File: config.mk
export PLATFORM = sky130hd
export DESIGN_NAME = serial_adder_nb
export DESIGN_NICKNAME = d
export VERILOG_FILES = /design/src/rtl/serial_adder_pkg.sv /design/src/rtl/fulladder_chunk.sv /design/src/rtl/serial_adder_nb.sv
export SDC_FILE = /design/constraint.sdc
export NUM_CORES = 1
export LEC_CHECK = 0
export BUFFER_PORTS_ARGS = -buffer_cell sky130_fd_sc_hd__buf_2
export CAP_MARGIN = 10
export CORE_ASPECT_RATIO = 1.25
export CORE_MARGIN = 1
export CORE_UTILIZATION = 55
export CTS_CLUSTER_SIZE = 24
export DETAILED_ROUTE_END_ITERATION = 12
export PLACE_DENSITY = 0.79
export SLEW_MARGIN = 20
export SYNTH_ARGS = -nofsm -noshare
export SYNTH_HDL_FRONTEND = slang
export SYNTH_SLANG_ARGS = --single-unit
File: constraint.sdc
create_clock -name clk -period 2.8 [get_ports clk]
set_input_delay 0.14 -clock clk [delete_from_list [all_inputs] [get_ports clk]]
set_output_delay 0.14 -clock clk [all_outputs]
set_load 0.01 [all_outputs]
File: src/rtl/serial_adder_pkg.sv
// Shared definitions for the serial adder: FSM state encoding and default geometry.
package serial_adder_pkg;

  typedef enum logic [1:0] {
    IDLE = 2'd0,
    RUN  = 2'd1,
    DONE = 2'd2
  } state_t;

  localparam int unsigned DEF_WIDTH = 16;
  localparam int unsigned DEF_CHUNK = 4;

endpackage

File: src/rtl/fulladder_chunk.sv
// Combinational CHUNK-bit ripple-carry adder slice used once per serial adder.
module fulladder_chunk
  import serial_adder_pkg::*;
#(
  parameter int unsigned CHUNK = DEF_CHUNK
) (
  input  logic [CHUNK-1:0] a,
  input  logic [CHUNK-1:0] b,
  input  logic             cin,
  output logic [CHUNK-1:0] sum,
  output logic             cout
);

  logic [CHUNK:0] c;

  always_comb begin
    c    = '0;
    sum  = '0;
    c[0] = cin;
    for (int unsigned i = 0; i < CHUNK; i++) begin
      sum[i]   = a[i] ^ b[i] ^ c[i];
      c[i+1]   = (a[i] & b[i]) | (c[i] & (a[i] ^ b[i]));
    end
    cout = c[CHUNK];
  end

endmodule

File: src/rtl/serial_adder_nb.sv
// Multi-cycle WIDTH-bit adder summing CHUNK bits per clock with a start/busy/done handshake.
// Define SERIAL_ADDER_SUB_EN to add the sub port (a - b via ~b and carry-in of 1).
module serial_adder_nb
  import serial_adder_pkg::*;
#(
  parameter int unsigned WIDTH = DEF_WIDTH,
  parameter int unsigned CHUNK = DEF_CHUNK
) (
  input  logic             clk,
  input  logic             rst_n,
  input  logic             start,
  input  logic [WIDTH-1:0] a,
  input  logic [WIDTH-1:0] b,
  input  logic             cin,
`ifdef SERIAL_ADDER_SUB_EN
  input  logic             sub,
`endif
  output logic             busy,
  output logic             done,
  output logic [WIDTH-1:0] sum,
  output logic             carry,
  output logic             overflow
);

  localparam int unsigned NCHUNK = WIDTH / CHUNK;
  localparam int unsigned IDXW   = (NCHUNK > 1) ? $clog2(NCHUNK) : 1;
  localparam logic [IDXW-1:0] LAST = IDXW'(NCHUNK - 1);

  if (CHUNK == 0 || (WIDTH % CHUNK) != 0) begin : g_bad_geometry
    $error("serial_adder_nb: WIDTH must be a non-zero multiple of CHUNK");
  end

  state_t          state, state_nx;
  logic            accept;
  logic [IDXW-1:0] idx;
  logic            tail;
  logic [WIDTH-1:0] a_sh, b_sh, part;
  logic            carry_r;
  logic            a_msb, b_msb;
  logic [WIDTH-1:0] b_eff;
  logic            cin_eff;
  logic [CHUNK-1:0] chunk_sum;
  logic            chunk_cout;

  always_comb begin
    b_eff   = b;
    cin_eff = cin;
`ifdef SERIAL_ADDER_SUB_EN
    if (sub) begin
      b_eff   = ~b;
      cin_eff = 1'b1;
    end
`endif
  end

  assign accept = start && (state != RUN);
  assign busy   = (state == RUN);
  assign done   = (state == DONE);

  always_comb begin
    state_nx = state;
    unique case (state)
      IDLE:    state_nx = accept ? RUN : IDLE;
      RUN:     state_nx = tail ? DONE : RUN;
      DONE:    state_nx = accept ? RUN : IDLE;
      default: state_nx = IDLE;
    endcase
  end

  always_ff @(posedge clk or negedge rst_n) begin
    if (!rst_n) state <= IDLE;
    else        state <= state_nx;
  end

  fulladder_chunk #(.CHUNK(CHUNK)) u_fa (
    .a    (a_sh[CHUNK-1:0]),
    .b    (b_sh[CHUNK-1:0]),
    .cin  (carry_r),
    .sum  (chunk_sum),
    .cout (chunk_cout)
  );

  // tail marks that the last chunk is stored; the following RUN cycle publishes
  // the result, giving the NCHUNK+1 edge latency from the accepting edge.
  always_ff @(posedge clk or negedge rst_n) begin
    if (!rst_n) begin
      a_sh     <= '0;
      b_sh     <= '0;
      part     <= '0;
      carry_r  <= 1'b0;
      a_msb    <= 1'b0;
      b_msb    <= 1'b0;
      idx      <= '0;
      tail     <= 1'b0;
      sum      <= '0;
      carry    <= 1'b0;
      overflow <= 1'b0;
    end else if (accept) begin
      a_sh    <= a;
      b_sh    <= b_eff;
      part    <= '0;
      carry_r <= cin_eff;
      a_msb   <= a[WIDTH-1];
      b_msb   <= b_eff[WIDTH-1];
      idx     <= '0;
      tail    <= 1'b0;
    end else if (state == RUN) begin
      if (!tail) begin
        a_sh    <= a_sh >> CHUNK;
        b_sh    <= b_sh >> CHUNK;
        part    <= WIDTH'({chunk_sum, part} >> CHUNK);
        carry_r <= chunk_cout;
        if (idx == LAST) tail <= 1'b1;
        else             idx  <= idx + 1'b1;
      end else begin
        sum      <= part;
        carry    <= carry_r;
        overflow <= (a_msb == b_msb) && (part[WIDTH-1] != a_msb);
      end
    end
  end

endmodule

# Word-level counts from Yosys, hierarchy flattened
# Cells that the tools add are included.
dict set report totals {
  regBits 74
  latch_bits 0
  ram_bits 0
  rom_bits 0
  output_inout_bits 20
  memories 0
}
dict set report op_classes {
  add_sub_neg 1
  multipliers 0
  div 0
  magnitude_cmp 0
  eq_ne 8
  n_shift 0
  muxes 23
  n_bitwise 21
  reduce_logical 8
}
# op count
set ops {}
lappend ops {{$mux 16} 9}
lappend ops {{$mux 2} 5}
lappend ops {{$and 1x1->1} 8}
lappend ops {{$mux 1} 8}
lappend ops {{$xor 1x1->1} 8}
lappend ops {{$reduce_and 3->1} 2}
lappend ops {{$eq 2x2->1 const B} 2}
lappend ops {{$ne 2x2->1 const B} 2}
lappend ops {{$or 1x1->1} 4}
lappend ops {{$pmux 2 s2} 1}
lappend ops {{$add 2x1->2 const B} 1}
lappend ops {{$eq 2x1->1 const B} 1}
lappend ops {{$logic_and 1x1->1} 2}
lappend ops {{$logic_not 2->1} 1}
lappend ops {{$ne 2x1->1 const B} 1}
lappend ops {{$reduce_and 2->1} 1}
lappend ops {{$reduce_bool 2->1} 1}
lappend ops {{$reduce_or 2->1} 1}
lappend ops {{$eq 1x1->1} 1}
lappend ops {{$ne 1x1->1} 1}
lappend ops {{$not 1->1} 1}

# Logic depth before layout (Yosys ltp)
# Gate-level depths: netlist (run 1).
dict set report logic_depth {
  depth_word 12
  depth_mapped 6
  mapped_depth_nobuf 6
}

# Cells and area by module
# Synthesis (run 1) repeated with hierarchy kept, for this count alone.
dict set report unflattened {
  hier_cells 244
  hier_area_um2 3109.2
}
# module n_inst cells_per_inst area_each_um2 seq_area_each_um2
set by_module_without_submodules {}
lappend by_module_without_submodules {serial_adder_nb 1 230 2991.6 1851.8}
lappend by_module_without_submodules {fulladder_chunk 1 14 117.6 0.0}

# Worst setup path before layout (run 1)
# Ideal clock, no wire load.
dict set report synth_path {
  path_type {reg2reg}
  from {register a_sh[0]}
  to {register part[15]}
  setup_ns 0.078
  arrival_ns 2.114
  required_time_ns 2.722
  path_slack_ns 0.608
  stages_incl_launch_ff 7
  period_less_slack_ns 2.192
  cell_sequence {dfrtp_1 > fa_1 > fa_1 > fa_1 > inv_1 > fa_1 > o2bb2ai_1}
}
dict set report synth_via {
  elab_chain_len 11
  word_cells_on_any_way 12
}
# item line_no
set synth_lines {}
lappend synth_lines {{from (decl)} serial_adder_nb.sv:37} ;# logic [WIDTH-1:0] a_sh, b_sh, part;
lappend synth_lines {{from (signal assigned)} serial_adder_nb.sv:109} ;# a_sh <= a_sh >> CHUNK;
lappend synth_lines {{$xor 1x1->1} fulladder_chunk.sv:22} ;# c[i+1] = (a[i] & b[i]) | (c[i] & (a[i] ^ b[i]));
lappend synth_lines {{$and 1x1->1} fulladder_chunk.sv:22}
lappend synth_lines {{$or 1x1->1 (*)} fulladder_chunk.sv:22}
lappend synth_lines {{$and 1x1->1 (*)} fulladder_chunk.sv:22}
lappend synth_lines {{$or 1x1->1 (*)} fulladder_chunk.sv:22}
lappend synth_lines {{$and 1x1->1 (*)} fulladder_chunk.sv:22}
lappend synth_lines {{$or 1x1->1 (*)} fulladder_chunk.sv:22}
lappend synth_lines {{$xor 1x1->1 (*)} fulladder_chunk.sv:21} ;# sum[i] = a[i] ^ b[i] ^ c[i];
lappend synth_lines {{$mux 16 (*)} serial_adder_nb.sv:108} ;# if (!tail) begin
lappend synth_lines {{$mux 16 (*)} serial_adder_nb.sv:107} ;# end else if (state == RUN) begin
lappend synth_lines {{$mux 16 (*)} serial_adder_nb.sv:98} ;# end else if (accept) begin
lappend synth_lines {{to (signal assigned)} serial_adder_nb.sv:111} ;# part <= WIDTH'({chunk_sum, part} >> CHUNK);
lappend synth_lines {{to (decl)} serial_adder_nb.sv:37}
# Every way passes the cells marked *; elsewhere a longest branch is shown, timed or not. The select of a mux whose other input is x is not followed.
# A chain may end at the register's enable or synchronous reset.

# Worst setup path after layout (run 1)
# Ends and elaborated chain as after synthesis.

==> results.py, run 1 <==
metrics = {
    "finish": {
        "nets": 328,
        "layout-drive-gt1-share": 0.339,
        "area_delta_synth_final_pct": 16.8,
        "antenna_cells": 0,
        "n_fill_cell": 406,
        "final_cell_mix": "dfrtp_1, buf_2, a22o_1, mux2_2, a32oi_1",
        "final_common_cell": "dfrtp_1",
    },
    "setup_path": {
        "reg2regPathDepth": 6,
        "crit_path_end_kind": "register",
        "startpoint_type": "register",
        "crit_path_top_delay_cell": "fa_1",
        "critPathMaxFanout": 2,
        "critPathKind": "register to register",
        "critPathArrivalTime_ns": 2.59,
        "crit_start": "a_sh[0]$_DFFE_PN0P_",
        "path_buf_inv": 1,
        "r2r_start": "a_sh[0]$_DFFE_PN0P_",
        "cp_common_cell": "fa_1",
        "rrSetupSlack_ns": 0.49,
        "cp.required_ns": 3.08,
        "critical_path.cell_chain": "fa_1 -> fa_1 -> fa_1 -> inv_1 -> fa_1 -> o2bb2ai_1",
        "critical-path-top-delay-family": "adder cells",
        "r2r_end": "part[15]$_DFFE_PN0P_",
        "critPathMaxStageDelay_ns": 0.45,
    },
    "die": {
        "fp.dieArea_um2": 5940,
        "pin_count": 56,
        "core_area_um2": 5440,
        "die_w_um": 69.1,
        "rows": 30,
        "initial_core_util": 0.569,
        "die_height_um": 85.9,
    },
    "place": {
        "port_buffers": 55,
        "place_hpwl_um": 3860,
        "gp_congestion": 0.770,
    },
    "timing": {
        "setup_tns_ns": 0,
        "report.final.hold_viol_count": 0,
        "rsz0062_at_grt": "no",
        "fin_crit_ns": 2.31,
        "worst_pin_slew_ns": 0.898,
        "maxSlewHeadroom": 0.401,
        "max_freq_ghz": 0.434,
        "whs_ns": 0.00768,
        "finalClockSkew_ns": 0.00968,
        "slew_violations": 0,
        "fin_crit_sh": 0.824,
        "finalSetupViolations": 0,
    },
    "cts": {
        "numCtsBuffers": 9,
        "cts_tree": "done",
        "path_clk_slew_ns": 0.08,
        "clk_latency_ns": 0.36,
        "cts_buffer_depth": 2,
        "htree_levels": 3,
        "ctsRootBufferMaster": "clkbuf_8",
        "cts.sinks": 74,
    },
    "drt": {
        "ant_nets": 0,
        "avgRoutedWirePerCell_um": 16.8,
        "vias": 2084,
        "drc": 0,
        "first_pass_iters": 4,
        "routed_wirelength_um": 5980,
        "vias_per_cell": 5.85,
        "drtIter0Drc": 142,
    },
    "grt": {
        "grt_max_degree": 75,
        "grtUsageTotal": 0.224,
        "grt_pass1_vias": 2156,
        "grt_overflow": 0,
        "grt_antenna_before_repair": 0,
        "grt_pass1_wl_um": 10300,
    },
    "pwr": {
        "power_leakage_nw": 1.75,
        "peakVddDrop_mv": 0.545,
        "powerDensity_nw_per_um2": 1230,
    },
    "synth": {
        "yosysWarnings": 0,
        "synth_seq_area_share": 0.598,
        "synth_seq_cells": 74,
        "postSynthAreaPerCell_um2": 13.3,
        "synth_nets": 273,
        "syn_area_um2": 3100,
        "syn_inst": 232,
        "synth_cell_types": 32,
    },
    "min_path": {
        "hp-start": "b[12]",
        "hold_depth": 2,
        "hold_class": "input port to register",
        "holdPathEnd": "b_sh[12]$_DFFE_PN0P_",
    },
    "status": {
        "status": "complete, no violations",
    },
    "job": {
        "drv_cap": 0,
    },
}
## registers in the layout, summed over array words and instances (netlist names)
signal / count
a_sh: 16
overflow: 1
carry_r: 1
sum: 16
b_sh: 16
idx: 2
carry: 1
b_msb: 1
tail: 1
a_msb: 1
state: 2
part: 16
## worst max path at each step
stage | to | slack, ns | cells after the start
after global routing | part[15]$_DFFE_PN0P_ | 0.40 | 6
after CTS | part[15]$_DFFE_PN0P_ | 0.47 | 6
after floorplan | part[15]$_DFFE_PN0P_ | 0.61 | 6
final | part[15]$_DFFE_PN0P_ | 0.49 | 6
after detailed placement | part[15]$_DFFE_PN0P_ | 0.51 | 6
after global placement | part[15]$_DFFE_PN0P_ | 0.57 | 6
## area by class of cell
class	count	area [um2]	share of cell area
flip-flops and latches	74	1850	0.512
multi-input cells	134	1090	0.303
inverters	6	27.5	0.00761
well taps	64	80.1	0.0221
clock inverters	7	103	0.0284
clock buffers	9	124	0.0343
repair buffers	62	335	0.0927
## stage by stage
step	util	setup slack, ns	instance area [um2]	cells	total power, W
after floorplan	-	0.608	3100	232	0.00314
after global placement	0.619	0.569	3370	338	0.00346
after detailed placement	0.619	0.510	3370	338	0.00355
after CTS	0.663	0.468	3610	355	0.00448
after global routing	0.664	0.397	3620	356	0.00477
final	0.664	0.494	3620	356	0.00444
## synthesized netlist by cell type
master	number	area [um2]
o211ai_1	2	15.0
and2_1	8	50.1
ha_1	1	12.5
clkbuf_1	2	7.51
nor2_1	2	7.51
mux2_2	19	214
nand2_1	15	56.3
nand3b_1	2	15.0
o2bb2ai_1	1	8.76
a221o_1	8	80.1
nand2b_1	1	6.26
nand3_1	1	5.00
buf_2	8	40.0
dfrtp_1	74	1850
o31ai_1	2	15.0
a21oi_2	1	8.76
or3b_1	1	8.76
buf_4	4	30.0
o21ai_0	15	75.1
buf_6	4	45.0
o21ai_1	3	15.0
fa_1	4	80.1
inv_1	5	18.8
nor2_8	1	20.0
or3_1	1	6.26
inv_6	1	8.76
nor2b_1	1	6.26
a22o_1	23	201
and3b_1	1	8.76
a32oi_1	16	140
a21oi_1	4	20.0
nor3b_4	1	18.8
## power breakdown
group | total, W | switching (W) | internal, W
clock network | 0.000921 | 0.000413 | 0.000508
logic | 0.00167 | 0.000902 | 0.000770
registers | 0.00185 | 0.000299 | 0.00155
## cell families (layout without fill, tap and decap cells)
group / count (synthesis) / after routing / share of synthesized area
buf+inv: 24 / 84 / 0.0485
mux: 19 / 19 / 0.0691
fa+ha+maj: 5 / 5 / 0.0299
compound gates: 75 / 75 / 0.187
flops: 74 / 74 / 0.598
simple gates: 35 / 35 / 0.0675
## layer usage
metal | share of wire | global-route usage | vias to the layer above
li1 | - | - | 978
met1 | 0.45 | 0.294 | 1027
met2 | 0.48 | 0.352 | 70
met3 | 0.059 | 0.0764 | 9
met4 | 0.012 | 0.0742 | 0
met5 | 0 | 0 | -
## worst reg2reg max path, delay by kind of cell (launching register included)
kind,cells,cell delay (ns)
AOI/OAI and AO/OA,1,0.12
buffers and inverters,1,0.08
DFF,1,0.40
adders and majority gates,4,1.63
## timing repair
action | CTS | global route
gates resized for setup | 0 | 0
buffers inserted | 0 | 0
hold buffers | 1 | 1
hold endpoints to repair | 74 | 1
Note: power is estimated with default switching activity, not from simulation.
==> run 2: changes to the inputs <==
--- a/config.mk
+++ b/config.mk
@@ -9,10 +9,10 @@
 export CAP_MARGIN = 10
 export CORE_ASPECT_RATIO = 1.25
 export CORE_MARGIN = 1
-export CORE_UTILIZATION = 55
+export CORE_UTILIZATION = 50
 export CTS_CLUSTER_SIZE = 24
 export DETAILED_ROUTE_END_ITERATION = 12
-export PLACE_DENSITY = 0.79
+export PLACE_DENSITY = 0.76
 export SLEW_MARGIN = 20
 export SYNTH_ARGS = -nofsm -noshare
 export SYNTH_HDL_FRONTEND = slang
==> constraint.sdc (replaced) <==
create_clock -name clk -period 2.05 [get_ports clk]
set_input_delay 0.1025 -clock clk [delete_from_list [all_inputs] [get_ports clk]]
set_output_delay 0.1025 -clock clk [all_outputs]
set_load 0.01 [all_outputs]
==> run 2 against run 1 <==
The run now ends with negative setup slack left. Critical path depth unchanged. Global-route usage shrank 1.5 points. Non-clock buffer count grew 19. Cell area grew 6.3%. Die area increased by 9.7%. Final cell count rose by 10%. Flip-flop and latch count unchanged. Clock power is 52% higher. Combinational power grew 45%. Total power up 43%. Maximum frequency increased by 7.3%. Core utilization fell by 1.2 points. Largest cell class unchanged. Highest routed layer unchanged.
==> results.py, run 2 (synthesis gave the netlist of run 1 again) <==
metrics = {
    "pwr": {
        "p_seq_frac": 0.398,
        "finalPower_w": 0.00634,
        "p_int_w": 0.00415,
        "peakVddDrop_mv": 0.900,
        "powerDensity_nw_per_um2": 1650,
        "power_leakage_nw": 1.84,
        "switching_power_w": 0.00219,
        "p_comb_frac": 0.382,
        "switching_share": 0.345,
        "clkPwrFrac": 0.220,
    },
    "die": {
        "initial_core_util": 0.525,
        "die_height_um": 90.0,
        "die_w_um": 72.4,
        "rows": 31,
        "core_area_um2": 5900,
        "pin_count": 56,
        "fp.dieArea_um2": 6510,
    },
    "place": {
        "port_buffers": 55,
        "place_hpwl_um": 4080,
        "dp_worst_setup_slack_ns": -0.126,
        "dp.cells": 362,
        "gp_congestion": 0.810,
    },
    "grt": {
        "grt_overflow": 0,
        "grt_pass1_vias": 2236,
        "grtUsageTotal": 0.209,
        "grt_antenna_before_repair": 0,
        "grt_pass1_wl_um": 10500,
        "grt_max_degree": 43,
    },
    "timing": {
        "setup_tns_ns": -0.0991,
        "whs_ns": 0.0115,
        "finalClockSkew_ns": 0.00690,
        "rsz0062_at_grt": "yes",
        "fin_crit_sh": 1.05,
        "report.final.hold_viol_count": 0,
        "slew_violations": 0,
        "fin_crit_ns": 2.15,
        "finalSetupViolations": 1,
        "worst_pin_slew_ns": 0.532,
        "layout_setup_ws_ns": -0.0991,
        "max_freq_ghz": 0.465,
        "maxSlewHeadroom": 0.646,
    },
    "setup_path": {
        "reg2regPathDepth": 6,
        "crit_path_end_kind": "register",
        "rrSetupSlack_ns": -0.1,
        "cp_common_cell": "fa_2",
        "cp.required_ns": 2.31,
        "critPathArrivalTime_ns": 2.41,
        "startpoint_type": "register",
        "critPathMaxStageDelay_ns": 0.41,
        "cp.depth": 6,
        "critical-path-top-delay-family": "adder cells",
        "r2r_start": "carry_r$_DFFE_PN0P_",
        "critical_path.cell_chain": "fa_2 -> fa_2 -> fa_2 -> inv_2 -> fa_1 -> o2bb2ai_1",
        "crit_end": "part[15]$_DFFE_PN0P_",
        "crit_start": "carry_r$_DFFE_PN0P_",
        "critPathMaxFanout": 2,
        "r2r_end": "part[15]$_DFFE_PN0P_",
        "critPathKind": "register to register",
        "crit_path_top_delay_cell": "dfrtp_1",
        "path_buf_inv": 1,
    },
    "finish": {
        "n_fill_cell": 481,
        "fin_cells": 393,
        "antenna_cells": 0,
        "final_common_cell": "dfrtp_1",
        "area_delta_synth_final_pct": 24.2,
        "nets": 347,
        "final_cell_mix": "dfrtp_1, buf_2, a22o_1, mux2_2, a32oi_1",
        "layout-drive-gt1-share": 0.350,
    },
    "cts": {
        "ctsRootBufferMaster": "clkbuf_8",
        "path_clk_slew_ns": 0.07,
        "cts.sinks": 74,
        "htree_levels": 3,
        "cts_buffer_depth": 2,
        "clk_latency_ns": 0.34,
        "numCtsBuffers": 9,
        "cts_tree": "done",
    },
    "drt": {
        "ant_nets": 0,
        "vias": 2175,
        "routed_wirelength_um": 6200,
        "avgRoutedWirePerCell_um": 15.8,
        "first_pass_iters": 4,
        "vias_per_cell": 5.53,
        "drc": 0,
        "drtIter0Drc": 153,
    },
    "job": {
        "drv_cap": 0,
    },
    "min_path": {
        "hold_class": "input port to register",
    },
    "status": {
        "status": "complete, but fails checks",
        "violations": "negative setup slack",
    },
}
==> run 2: timing repair <==
item | CTS | global route
endpoints found under the hold margin | 52 | 1
hold buffers | 13 | 1
pin swaps | 1 | 0
buffers inserted | 0 | 1
resized for setup | 2 | 0
setup endpoints to repair | 1 | 1
==> run 2: how the worst min path moves through the flow <==
stage / start / slack (ns) / cells after the start / endpoint
detailed placement: rst_n / 0.12 / 1 / part[8]$_DFFE_PN0P_
floorplan: rst_n / -0.19 / 0 / a_msb$_DFFE_PN0P_
global route: b[5] / 0.006 / 2 / b_sh[5]$_DFFE_PN0P_
finish: b[5] / 0.01 / 2 / b_sh[5]$_DFFE_PN0P_
global placement: rst_n / 0.12 / 1 / part[4]$_DFFE_PN0P_
CTS: a[0] / 0.004 / 3 / a_sh[0]$_DFFE_PN0P_
==> run 2: final cells by class <==
cell class	instances	area, um2	share of cell area
sequential	74	1850	0.482
multi-input combinational	134	1100	0.287
timing repair buffer	81	508	0.132
clock buffer	12	155	0.0404
tap	82	103	0.0267
clock inverter	4	97.6	0.0254
inverter	6	27.5	0.00716
==> run 2: per-layer routing <==
layer | global-route usage | up-vias | share of wire
met3 | 0.0437 | 13 | 0.051
met4 | 0.0931 | 0 | 0.021
met2 | 0.315 | 77 | 0.48
met1 | 0.289 | 1079 | 0.44
met5 | 0 | - | 0
li1 | - | 1006 | -
==> run 2: power by group through the flow <==
stage / sequential [W] / clock, W / combinational [W]
floorplan: 0.00251 / 0 / 0.00178
CTS: 0.00253 / 0.00141 / 0.00244
global placement: 0.00251 / 0 / 0.00231
detailed placement: 0.00255 / 0 / 0.00240
global route: 0.00261 / 0.00148 / 0.00272
finish: 0.00252 / 0.00140 / 0.00242
==> run 2: stage by stage <==
| step | utilization | cell area, um2 |
|---|---|---|
| global placement | 0.584 | 3440 |
| CTS | 0.649 | 3830 |
| detailed placement | 0.584 | 3440 |
| global route | 0.652 | 3840 |
| finish | 0.652 | 3840 |
| floorplan | - | 3100 |
==> run 3: changes to the inputs <==
--- a/config.mk
+++ b/config.mk
@@ -10,6 +10,7 @@
 export CORE_ASPECT_RATIO = 1.25
 export CORE_MARGIN = 1
 export CORE_UTILIZATION = 50
+export CTS_BUF_LIST = sky130_fd_sc_hd__clkbuf_16
 export CTS_CLUSTER_SIZE = 24
 export DETAILED_ROUTE_END_ITERATION = 12
 export PLACE_DENSITY = 0.76
==> run 3 against run 2 <==
Non-clock buffer count is 12 lower. Count of clock-buffer cells in the layout down 3. The flow still finishes with violations (negative setup slack). Combinational power about the same. Critical path depth unchanged. Die area unchanged. Via count shrank 0.64%. Largest cell class unchanged. Clock power is 24% higher. Critical endpoint unchanged. Wire length barely moved. Cell area is 0.85% lower. Core utilization decreased by 0.55 points. Worst hold slack got worse by 0.0075 ns.
==> results.py, run 3 (synthesis gave the netlist of run 1 again) <==
metrics = {
    "die": {
        "pin_count": 56,
        "initial_core_util": 0.525,
        "die_w_um": 72.4,
        "fp.dieArea_um2": 6510,
        "core_area_um2": 5900,
        "die_height_um": 90.0,
        "rows": 31,
    },
    "timing": {
        "report.final.hold_viol_count": 0,
        "max_freq_ghz": 0.462,
        "finalClockSkew_ns": 0.00687,
        "worst_pin_slew_ns": 0.526,
        "rsz0062_at_grt": "yes",
        "fin_crit_sh": 1.06,
        "slew_violations": 0,
        "maxSlewHeadroom": 0.650,
        "fin_crit_ns": 2.16,
        "layout_setup_ws_ns": -0.114,
        "setup_tns_ns": -0.114,
        "finalSetupViolations": 1,
    },
    "finish": {
        "multi_input_area_um2": 1110,
        "layout-drive-gt1-share": 0.361,
        "antenna_cells": 0,
        "final_common_cell": "dfrtp_1",
        "nets": 335,
        "area_delta_synth_final_pct": 23.1,
        "final_cell_mix": "dfrtp_1, buf_2, a22o_1, mux2_2, a32oi_1",
        "seq_area_um2": 1850,
        "fin_util": 0.647,
        "n_fill_cell": 490,
    },
    "pwr": {
        "powerDensity_nw_per_um2": 1760,
        "power_leakage_nw": 1.83,
        "peakVddDrop_mv": 0.947,
    },
    "drt": {
        "drc": 0,
        "avgRoutedWirePerCell_um": 16.3,
        "ant_nets": 0,
        "routed_wirelength_um": 6200,
        "vias_per_cell": 5.67,
        "vias": 2161,
        "drtIter0Drc": 115,
        "first_pass_iters": 5,
    },
    "grt": {
        "grt_pass1_wl_um": 10400,
        "grt_overflow": 0,
        "grt_antenna_before_repair": 0,
        "grt_pass1_vias": 2173,
        "grtUsageTotal": 0.210,
        "grt_max_degree": 43,
    },
    "cts": {
        "clk_latency_ns": 0.33,
        "path_clk_slew_ns": 0.06,
        "cts_tree": "done",
        "ctsRootBufferMaster": "clkbuf_16",
        "htree_levels": 3,
        "cts.sinks": 74,
        "numCtsBuffers": 9,
        "cts_buffer_depth": 2,
    },
    "status": {
        "violations": "negative setup slack",
        "status": "complete, but fails checks",
    },
    "min_path": {
        "hold_class": "input port to register",
        "hp-start": "b[14]",
    },
    "setup_path": {
        "r2r_start": "carry_r$_DFFE_PN0P_",
        "critPathMaxFanout": 2,
        "critPathKind": "register to register",
        "critPathArrivalTime_ns": 2.41,
        "crit_start": "carry_r$_DFFE_PN0P_",
        "crit_path_end_kind": "register",
        "rrSetupSlack_ns": -0.11,
        "startpoint_type": "register",
        "cp.required_ns": 2.30,
    },
    "place": {
        "gp_congestion": 0.810,
        "place_hpwl_um": 4080,
        "port_buffers": 55,
    },
    "job": {
        "drv_cap": 0,
    },
}
==> run 3: where the power goes <==
group          switching, W  total, W  internal (W)
Clock              0.000563   0.00174       0.00117
Sequential         0.000407   0.00253       0.00212
Combinational       0.00129   0.00245       0.00116
==> run 3: repair_timing <==
| action | in CTS | in global routing |
|---|---|---|
| resized for setup | 2 | 1 |
| hold endpoints to repair | 41 | 0 |
| hold buffers | 2 | 0 |
| buffers inserted | 0 | 1 |
| setup endpoints to repair | 1 | 1 |
| pin swaps | 0 | 1 |
==> run 3: final cells by class <==
class / instances / area share
timing repair buffer: 69 / 0.102
clock inverter: 7 / 0.0286
tap: 82 / 0.0269
clock buffer: 9 / 0.0591
sequential: 74 / 0.486
inverter: 6 / 0.00722
multi-input combinational: 134 / 0.291
==> run 3: critical path, cell delays in order (launching register included) <==
cell       delay (ns)
dfrtp_1          0.41
fa_2             0.40
fa_2             0.34
fa_2             0.34
inv_2            0.06
fa_1             0.42
o2bb2ai_2        0.12
==> run 3: path summary, 6_finish.rpt <==
check,end,depth (start not counted)
hold / removal,b_sh[14]$_DFFE_PN0P_,2
setup / recovery,part[15]$_DFFE_PN0P_,6
min in group asynchronous,part[8]$_DFFE_PN0P_,2
max in group asynchronous,carry$_DFFE_PN0P_,3
setup reg to reg,part[15]$_DFFE_PN0P_,6
hold reg to reg,overflow$_DFFE_PN0P_,2
==> run 3: stage by stage <==
step	hold WS, ns	setup WS [ns]	cells	cell area [um2]	total power [W]
after floorplan	-0.193	-0.0566	232	3100	0.00430
after global placement	0.115	-0.0865	362	3440	0.00482
after detailed placement	0.118	-0.126	362	3440	0.00494
after CTS	0.000752	-0.114	380	3800	0.00673
after global routing	0.00179	-0.154	381	3810	0.00717
final	0.00406	-0.114	381	3810	0.00672
==> run 3: layer usage <==
layer,global-route usage,up-vias,wire length [um]
met5,0,-,0
met3,0.0549,8,350
met1,0.283,1088,2660
met4,0.0882,0,73
li1,-,991,-
met2,0.320,74,3110
